## src/rtl/axis_crc32_append.sv

```systemverilog
// Byte-wide AXI-Stream FCS inserter: forwards each frame unchanged, then appends the
// reflected, inverted CRC least-significant byte first and re-seeds for the next frame.
`timescale 1ns/1ps
module axis_crc32_append #(
  parameter int                   CRC_WIDTH = 32,
  parameter logic [CRC_WIDTH-1:0] CRC_POLY  = 32'h04c11db7,
  parameter logic [CRC_WIDTH-1:0] CRC_INIT  = '1,
  parameter int                   CNT_WIDTH = 16
) (
  input  logic                 clk,
  input  logic                 rst,
  input  logic [7:0]           s_axis_tdata,
  input  logic                 s_axis_tvalid,
  output logic                 s_axis_tready,
  input  logic                 s_axis_tlast,
  output logic [7:0]           m_axis_tdata,
  output logic                 m_axis_tvalid,
  input  logic                 m_axis_tready,
  output logic                 m_axis_tlast,
  output logic                 busy,
  output logic [CNT_WIDTH-1:0] frame_count
);

  localparam int FCS_BYTES = CRC_WIDTH / 8;
  localparam int BC_W      = (FCS_BYTES > 1) ? $clog2(FCS_BYTES) : 1;
  localparam logic [BC_W-1:0] LAST_IDX = BC_W'(FCS_BYTES - 1);

  localparam logic [0:0] ST_PASS = 1'b0;
  localparam logic [0:0] ST_FCS  = 1'b1;

  function automatic logic [CRC_WIDTH-1:0] reflect(input logic [CRC_WIDTH-1:0] v);
    logic [CRC_WIDTH-1:0] r;
    for (int i = 0; i < CRC_WIDTH; i++) r[i] = v[CRC_WIDTH-1-i];
    return r;
  endfunction

  localparam logic [CRC_WIDTH-1:0] POLY_REF = reflect(CRC_POLY);

  // Reflected Galois LFSR: shift right, data consumed LSB first.
  function automatic logic [CRC_WIDTH-1:0] crc_next(input logic [CRC_WIDTH-1:0] c,
                                                    input logic [7:0]           d);
    logic [CRC_WIDTH-1:0] r;
    logic                 fb;
    r = c;
    for (int i = 0; i < 8; i++) begin
      fb = r[0] ^ d[i];
      r  = r >> 1;
      if (fb) r = r ^ POLY_REF;
    end
    return r;
  endfunction

  logic [0:0]           r_state;
  logic [CRC_WIDTH-1:0] r_crc;
  logic [BC_W-1:0]      r_byte_cnt;
  logic [7:0]           r_m_tdata;
  logic                 r_m_tvalid;
  logic                 r_m_tlast;
  logic                 r_busy;
  logic [CNT_WIDTH-1:0] r_frame_count;

  logic                 w_load;
  logic                 w_accept;
  logic                 w_fcs_load;
  logic                 w_fcs_last;
  logic [CRC_WIDTH-1:0] w_fcs;

  assign w_load        = !r_m_tvalid || m_axis_tready;
  assign s_axis_tready = !rst && (r_state == ST_PASS) && w_load;
  assign w_accept      = s_axis_tvalid && s_axis_tready;
  assign w_fcs_load    = (r_state == ST_FCS) && w_load;
  assign w_fcs_last    = (r_byte_cnt == LAST_IDX);
  assign w_fcs         = ~r_crc;

  always_ff @(posedge clk or posedge rst) begin
    if (rst) begin
      r_state       <= ST_PASS;
      r_crc         <= CRC_INIT;
      r_byte_cnt    <= '0;
      r_m_tdata     <= '0;
      r_m_tvalid    <= 1'b0;
      r_m_tlast     <= 1'b0;
      r_busy        <= 1'b0;
      r_frame_count <= '0;
    end else begin
      // NOTE: the busy set below intentionally overrides this clear when a new frame
      // starts in the same cycle the previous FCS leaves; the last nonblocking write wins.
      if (r_m_tvalid && m_axis_tready && r_m_tlast) r_busy <= 1'b0;

      if (w_accept) begin
        r_m_tdata  <= s_axis_tdata;
        r_m_tvalid <= 1'b1;
        r_m_tlast  <= 1'b0;
        r_crc      <= crc_next(r_crc, s_axis_tdata);
        r_busy     <= 1'b1;
        if (s_axis_tlast) begin
          r_state    <= ST_FCS;
          r_byte_cnt <= '0;
        end
      end else if (w_fcs_load) begin
        r_m_tdata  <= w_fcs[8*r_byte_cnt +: 8];
        r_m_tvalid <= 1'b1;
        r_m_tlast  <= w_fcs_last;
        r_byte_cnt <= r_byte_cnt + BC_W'(1);
        if (w_fcs_last) begin
          r_state       <= ST_PASS;
          r_crc         <= CRC_INIT;
          r_frame_count <= r_frame_count + CNT_WIDTH'(1);
        end
      end else if (m_axis_tready) begin
        r_m_tvalid <= 1'b0;
      end
    end
  end

  assign m_axis_tdata  = r_m_tdata;
  assign m_axis_tvalid = r_m_tvalid;
  assign m_axis_tlast  = r_m_tlast;
  assign busy          = r_busy;
  assign frame_count   = r_frame_count;

endmodule

```

## config.mk

```make
export PLATFORM = sky130hd
export DESIGN_NAME = axis_crc32_append
export DESIGN_NICKNAME = d
export VERILOG_FILES = /design/src/rtl/axis_crc32_append.sv
export SDC_FILE = /design/constraint.sdc
export NUM_CORES = 1
export LEC_CHECK = 0
export BUFFER_PORTS_ARGS = -buffer_cell sky130_fd_sc_hd__buf_2
export CORE_MARGIN = 5
export CORE_UTILIZATION = 40
export CTS_CLUSTER_SIZE = 30
export DETAILED_ROUTE_END_ITERATION = 7
export GPL_TIMING_DRIVEN = 0
export SYNTH_ARGS = -nofsm -noshare
export SYNTH_HDL_FRONTEND = slang
export SYNTH_SLANG_ARGS = --single-unit
```

## constraint.sdc

```tcl
create_clock -name clk -period 2.05 [get_ports clk]
set_input_delay 0.205 -clock clk [delete_from_list [all_inputs] [get_ports clk]]
set_output_delay 0.205 -clock clk [all_outputs]
set_load 0.02 [all_outputs]
```

After elaboration in Yosys (flattened, before gate mapping)

Index checks and enable logic that the tools add are counted.

Eq/ne operators: 2
Multipliers: 0
Shifts and indexed selects: 1
Mux-type cells: 34
Add/subtract/negate cells: 2
$lt $le $gt $ge: 0
Bitwise gates (word level): 19
Div/mod/pow operators: 0
Reduce and logical (&&, ||, !) cells: 17

Operators with widths:

| operator                                                        | count |
|---|---|
| 32-bit two-way mux                                              | 18 |
| 13-bit inverter with 14-bit output                              | 8 |
| 32-bit inverter                                                 | 1 |
| 32-bit by 6-bit variable part select with 8-bit output          | 1 |
| 16-bit by 1-bit adder with 16-bit output, second input constant | 1 |
| 8-bit two-way mux                                               | 2 |
| 1-bit two-way mux                                               | 11 |
| 1-bit bitwise XOR                                               | 8 |
| 1-bit logical AND                                               | 6 |
| 2-bit two-way mux                                               | 3 |
| 3-bit AND reduction                                             | 2 |
| 2-bit nonzero test                                              | 3 |
| 2-bit AND reduction                                             | 2 |
| 3-bit nonzero test                                              | 1 |
| 2-bit by 1-bit adder with 2-bit output, second input constant   | 1 |
| 2-bit equality test, second input constant                      | 1 |
| 1-bit logical NOT                                               | 2 |
| 2-bit inequality test, second input constant                    | 1 |
| 1-bit inverter                                                  | 2 |
| 1-bit logical OR                                                | 1 |

Memory bits (writable): 0
Bits in latches: 0
Logic and storage cells: 83
Memory bits (read-only): 0
Memories kept: 0
Bits in registers: 62

Longest topological paths before layout

Depth after elaboration: 26
Mapped depth: 5
Gate-level depth less buffers: 5

Worst setup path after synthesis

No wires, ideal clock.

Kind: reg-to-reg
Start point: register r_m_tvalid (netlist: m_axis_tvalid)
End point: register r_frame_count[15] (netlist: frame_count[15])
Stages on the path, launching flop included: 5
Slack: 210 ps
Period minus slack after synthesis: 1840 ps
Buffers on the path: 0
Data arrival time: 1712 ps
Library setup time: 128 ps
Path through: dfrtp_1 > nor2b_1 > nor4b_1 > nand4_1 > xnor2_1

Longest elaborated chain between the ends: 6
Elaborated cells between the ends (all ways): 7

Ends and longest elaborated chain:

| item                              | RTL line | RTL |
|---|---|---|
| start: declaration                | 57       | `logic r_m_tvalid;` |
| start signal: assignment          | 81       | `r_m_tvalid <= 1'b0;` |
| start signal: assignment          | 92       | `r_m_tvalid <= 1'b1;` |
| start signal: assignment          | 102      | `r_m_tvalid <= 1'b1;` |
| 1-bit logical NOT (*)             | 68       | `assign w_load = !r_m_tvalid \|\| m_axis_tready;` |
| 1-bit logical OR (*)              | 68       |  |
| 1-bit logical AND                 | 69       | `assign s_axis_tready = !rst && (r_state == ST_PASS) && w_load;` |
| 1-bit logical AND                 | 70       | `assign w_accept = s_axis_tvalid && s_axis_tready;` |
| 1-bit inverter (no line)          | n/a      |  |
| 3-bit AND reduction (no line) (*) | n/a      |  |
| end signal: assignment            | 108      | `r_frame_count <= r_frame_count + CNT_WIDTH'(1);` |
| end: declaration                  | 60       | `logic [CNT_WIDTH-1:0] r_frame_count;` |

Every way passes the cells marked *; elsewhere a longest branch is shown, timed or not.
A chain may end at the register's enable or synchronous reset.

Final worst setup path

Start point: register r_crc[2]
End point: register r_crc[19]

Longest elaborated chain between the ends: 21

Ends and longest elaborated chain:

| item                                         | RTL line | RTL |
|---|---|---|
| start: declaration                           | 54       | `logic [CRC_WIDTH-1:0] r_crc;` |
| start signal: assignment                     | 94       | `r_crc <= crc_next(r_crc, s_axis_tdata);` |
| 32-bit two-way mux (*)                       | 48       | `if (fb) r = r ^ POLY_REF;` |
| 32-bit two-way mux (*)                       | 90       | `if (w_accept) begin` |
| 32-bit two-way mux (*)                       | 48       |  |
| 32-bit two-way mux (*)                       | 90       |  |
| 1-bit bitwise XOR (*)                        | 46       | `fb = r[0] ^ d[i];` |
| 32-bit two-way mux (*)                       | 48       |  |
| 32-bit two-way mux (*)                       | 90       |  |
| 13-bit inverter with 14-bit output (no line) | n/a      |  |
| [5 not listed]                               | n/a      |  |
| 32-bit two-way mux (*)                       | 48       |  |
| 32-bit two-way mux (*)                       | 90       |  |
| 13-bit inverter with 14-bit output (no line) | n/a      |  |
| 32-bit two-way mux (*)                       | 48       |  |
| 32-bit two-way mux (*)                       | 90       |  |
| 13-bit inverter with 14-bit output (no line) | n/a      |  |
| 32-bit two-way mux (*)                       | 48       |  |
| 32-bit two-way mux (*)                       | 90       |  |

Every way passes the cells marked *; elsewhere a longest branch is shown, timed or not. The select of a mux whose other input is x is not followed.

==> metrics.md <==
| Metric | Value |
|---|---|
| Sequential cell area fraction in the yosys report | `0.4407` |
| Arr. time, crit path | `around 2.2 ns` |
| Core Footprint | `0.008763 mm^2` |
| Yosys warning total | `0` |
| Global placement routability congestion | `0.7744` |
| Max Fclk | `~0.51 GHz` |
| Initial core utilization | `0.4121` |
| Post-placement setup slack | `-0.1778 ns` |
| Final setup fails | `0` |
| Yosys reg bits | `62` |
| Delay-heaviest family, CP | `XOR/XNOR gates` |
| Unique masters post-synth | `40` |
| Largest net degree at the start of global routing | `41` |
| RSZ-0062 raised after global routing | `false` |
| Post-Synthesis Cell Area | `approximately 0.0036 mm^2` |
| PD cells | `2018 mW/mm^2` |
| Fin crit period | `1.971 ns` |
| GRT Overall Usage | `0.1554` |
| H-tree depth | `3` |
| Setup ws final | `around 0.079 ns` |
| Cell breakdown of the critical path | `xnor2_2 -> xnor2_2 -> xor3_1 -> a2bb2oi_1` |
| GR Overflow Total | `0` |
| Via count | `2336` |
| Final period util | `0.9616` |
| Die area | `0.01103 mm^2` |
| CTS Root Cell | `clkbuf_8` |
| Setup crit end kind | `flip-flop` |
| Router iterations before antenna repair | `4` |
| Total Power | `8.731 mW` |
| Max Slew Vio Count | `0` |
| CP startpoint kind | `flip-flop` |
| Diode count | `0` |
| Finished Layout Cells | `433` |
| CP Max Fanout | `5` |
| Switching Share | `0.3431` |
| Residual DRC | `0` |
| Vias per Instance | `5.395` |
| Post-layout util | `0.4937` |
| Final wirelength | `8.152 mm` |
| Least-Margin Pin Slew | `0.9394 ns` |
| Cells after DPL | `between 400 and 500` |
| Placed Area | `0.003966 mm^2` |
| Vias in the first global route | `2479` |
| Combinational cell fraction of total power | `0.584` |
| Design Area, Final | `0.004327 mm^2` |
| Worst reg2reg setup slack | `0.08 ns` |
| First-pass GRT wire length | `approximately 13 mm` |
| Chip width | `105.0 um` |
| Status | `finished clean` |
| Final ANT Viol Nets | `0` |
| Initial antenna violation count | `0` |
| Max cap viols | `0` |
| WS Path Type | `reg2reg` |
| Clk_lat worst skew | `0.34 ns` |
| Post-DP HPWL | `between 5 and 6 mm` |
| Final Net Count | `335` |
| Clock power frac | `0.154` |
| Die H | `105.0 um` |
| CTS tree | `yes` |
| Cell mode on critical path | `xnor2_2` |
| Critical path required time | `roughly 2.3 ns` |
| Final hold vios | `0` |
| Worst Path Buf+Inv | `0` |
| Clock slew seen by the registers of the worst setup and hold paths | `0.07 ns` |
| Syn-to-layout area delta | `19.82%` |
| Max-slew headroom | `0.3695` |
| Crit path largest cell delay | `0.58 ns` |
| Fraction of layout cells with a size suffix above 1 | `0.3938` |
| Mapped Avg Cell Area | `13.84 um^2` |
| IO Count | `41` |
| Static Leak | `approximately 2.0 nW` |
| Post-Synthesis Cells | `between 200 and 300` |
| Power share of the sequential group | `0.262` |
| Inserted Clock Buffers | `9` |
| Final hold slack | `0.1475 ns` |
| Sw Pwr | `2.996 mW` |
| Routed WL per cell | `18.83 um` |
| Maximum vdd drop | `643.9 uV` |
| Slowest CP cell | `dfstp_2` |
| Setup Skew | `0.007017 ns` |
| Syn nets | `276` |
| Fill cells | `800` |
| Num Clock Sinks | `62` |
| Multi-input logic area | `0.002024 mm^2` |
| FP Rows | `34` |
| Port Buffer Count | `40` |
| Max clock buf depth | `2` |
| Area occupied by registers | `0.001592 mm^2` |
| Hold Crit Class | `in2reg` |
| Initial DRC count | `~110` |
| Cell Int Power | `5.735 mW` |
| Setup_tns | `0 ns` |
## cell usage in the layout, fill, tap and decap left out, drive strengths merged, types with 2 or more instances in the layout
| cell type | n |
|---|---|
| dfrtp | 30 |
| nor2 | 3 |
| xor2 | 15 |
| xnor3 | 16 |
| a2bb2oi | 27 |
| ha | 2 |
| bufinv | 2 |
| o22a | 5 |
| dfstp | 32 |
| mux4 | 8 |
| nand4 | 5 |
| xnor2 | 45 |
| nor2b | 2 |
| and4 | 2 |
| clkbuf | 23 |
| nor3 | 2 |
| nand2 | 17 |
| a22oi | 8 |
| buf | 48 |
| nand3 | 8 |
| o21ai | 10 |
| xor3 | 3 |
| and2 | 2 |
## sequential cells by signal (all words and copies together), names as in the netlist
| name | count |
|---|---|
| r_byte_cnt | 2 |
| frame_count | 16 |
| busy | 1 |
| m_axis_tvalid | 1 |
| m_axis_tdata | 8 |
| r_state | 1 |
| m_axis_tlast | 1 |
| r_crc | 32 |
## synthesized netlist by cell type, drive strengths merged
cell,count,area (um^2)
xor2,15,131.4
o21bai,1,7.510
a22oi,8,60.06
nor4b,1,8.760
nor2,3,11.26
and2,2,12.51
nor3b,1,12.51
nand4,5,31.28
xnor3,16,365.4
xor3,3,72.57
or3,1,6.260
nor3,2,10.01
xnor2,45,536.8
ha,2,25.02
o21ai,10,50.04
nand2b,1,6.260
and3,1,6.260
nand2,17,63.81
a2bb2oi,27,242.7
clkbuf,6,22.52
o22a,5,43.79
nand3b,1,7.510
dfstp,32,840.8
and4,2,17.52
inv,1,3.750
o21a,1,7.510
dfrtp,30,750.7
nor2b,2,12.51
nand3,8,40.04
mux4,8,187.7
buf,4,16.26
## worst register-to-register path, stage by stage, from the launching register on
cell	delay, ns
dfstp_2	0.58
xnor2_2	0.18
xnor2_2	0.47
xor3_1	0.50
a2bb2oi_1	0.16
## area by class of cell
| type | instances | area share |
|---|---|---|
| Tap cell | 108 | 0.03123 |
| Timing Repair Buffer | 48 | 0.06362 |
| Clock inverter | 2 | 0.01388 |
| Inverter | 1 | 0.0008676 |
| Sequential cell | 62 | 0.3678 |
| Multi-Input combinational cell | 188 | 0.4679 |
| Buffer | 10 | 0.01012 |
| Clock buffer | 14 | 0.04453 |
## metal layers
metal	up-vias	track usage	wire [um]
li1	1082	-	-
met1	1204	0.2132	3872
met2	38	0.2473	3909
met3	12	0.03268	237
met4	0	0.04932	132
met5	-	0	0
## timing repair
| item | in CTS | in global routing |
|---|---|---|
| hold buffers | 1 | 0 |
| pin swaps | 0 | 2 |
| buffers inserted | 0 | 6 |
| endpoints found under the setup margin | 35 | 30 |
| endpoints found under the hold margin | 17 | 0 |
| gates resized for setup | 3 | 7 |
## path summary, 6_finish.rpt
| path | from | end | depth (start not counted) |
|---|---|---|---|
| min in group asynchronous | rst | frame_count[2] | 3 |
| max in group asynchronous | rst | r_crc[7] | 4 |
| setup reg to reg | r_crc[2] | r_crc[19] | 4 |
| hold / removal | s_axis_tdata[4] | m_axis_tdata[4] | 3 |
| hold reg to reg | frame_count[15] | frame_count[15] | 1 |
| setup / recovery | r_crc[2] | r_crc[19] | 4 |
## cell families (layout without fill, tap and decap cells)
group | count (synthesis) | after routing | share of synthesized area
muxes | 8 | 8 | 0.05198
buffers and inverters | 11 | 75 | 0.01178
adders and majority gates | 2 | 2 | 0.006929
DFF | 62 | 62 | 0.4407
and+or+nand+nor | 47 | 47 | 0.06826
xor gates and xnor gates | 79 | 79 | 0.3063
AOI/OAI and AO/OA | 52 | 52 | 0.1140
## power by group through the flow
stage | clock [mW] | combinational [mW] | sequential (mW)
final | 1.34 | 5.10 | 2.29
after detailed placement | 0 | 4.82 | 2.30
after CTS | 1.36 | 4.87 | 2.28
after floorplan | 0 | 3.91 | 2.35
after global placement | 0 | 4.82 | 2.28
after global routing | 1.41 | 5.50 | 2.36
No activity file was read; power rests on OpenSTA's default activity.
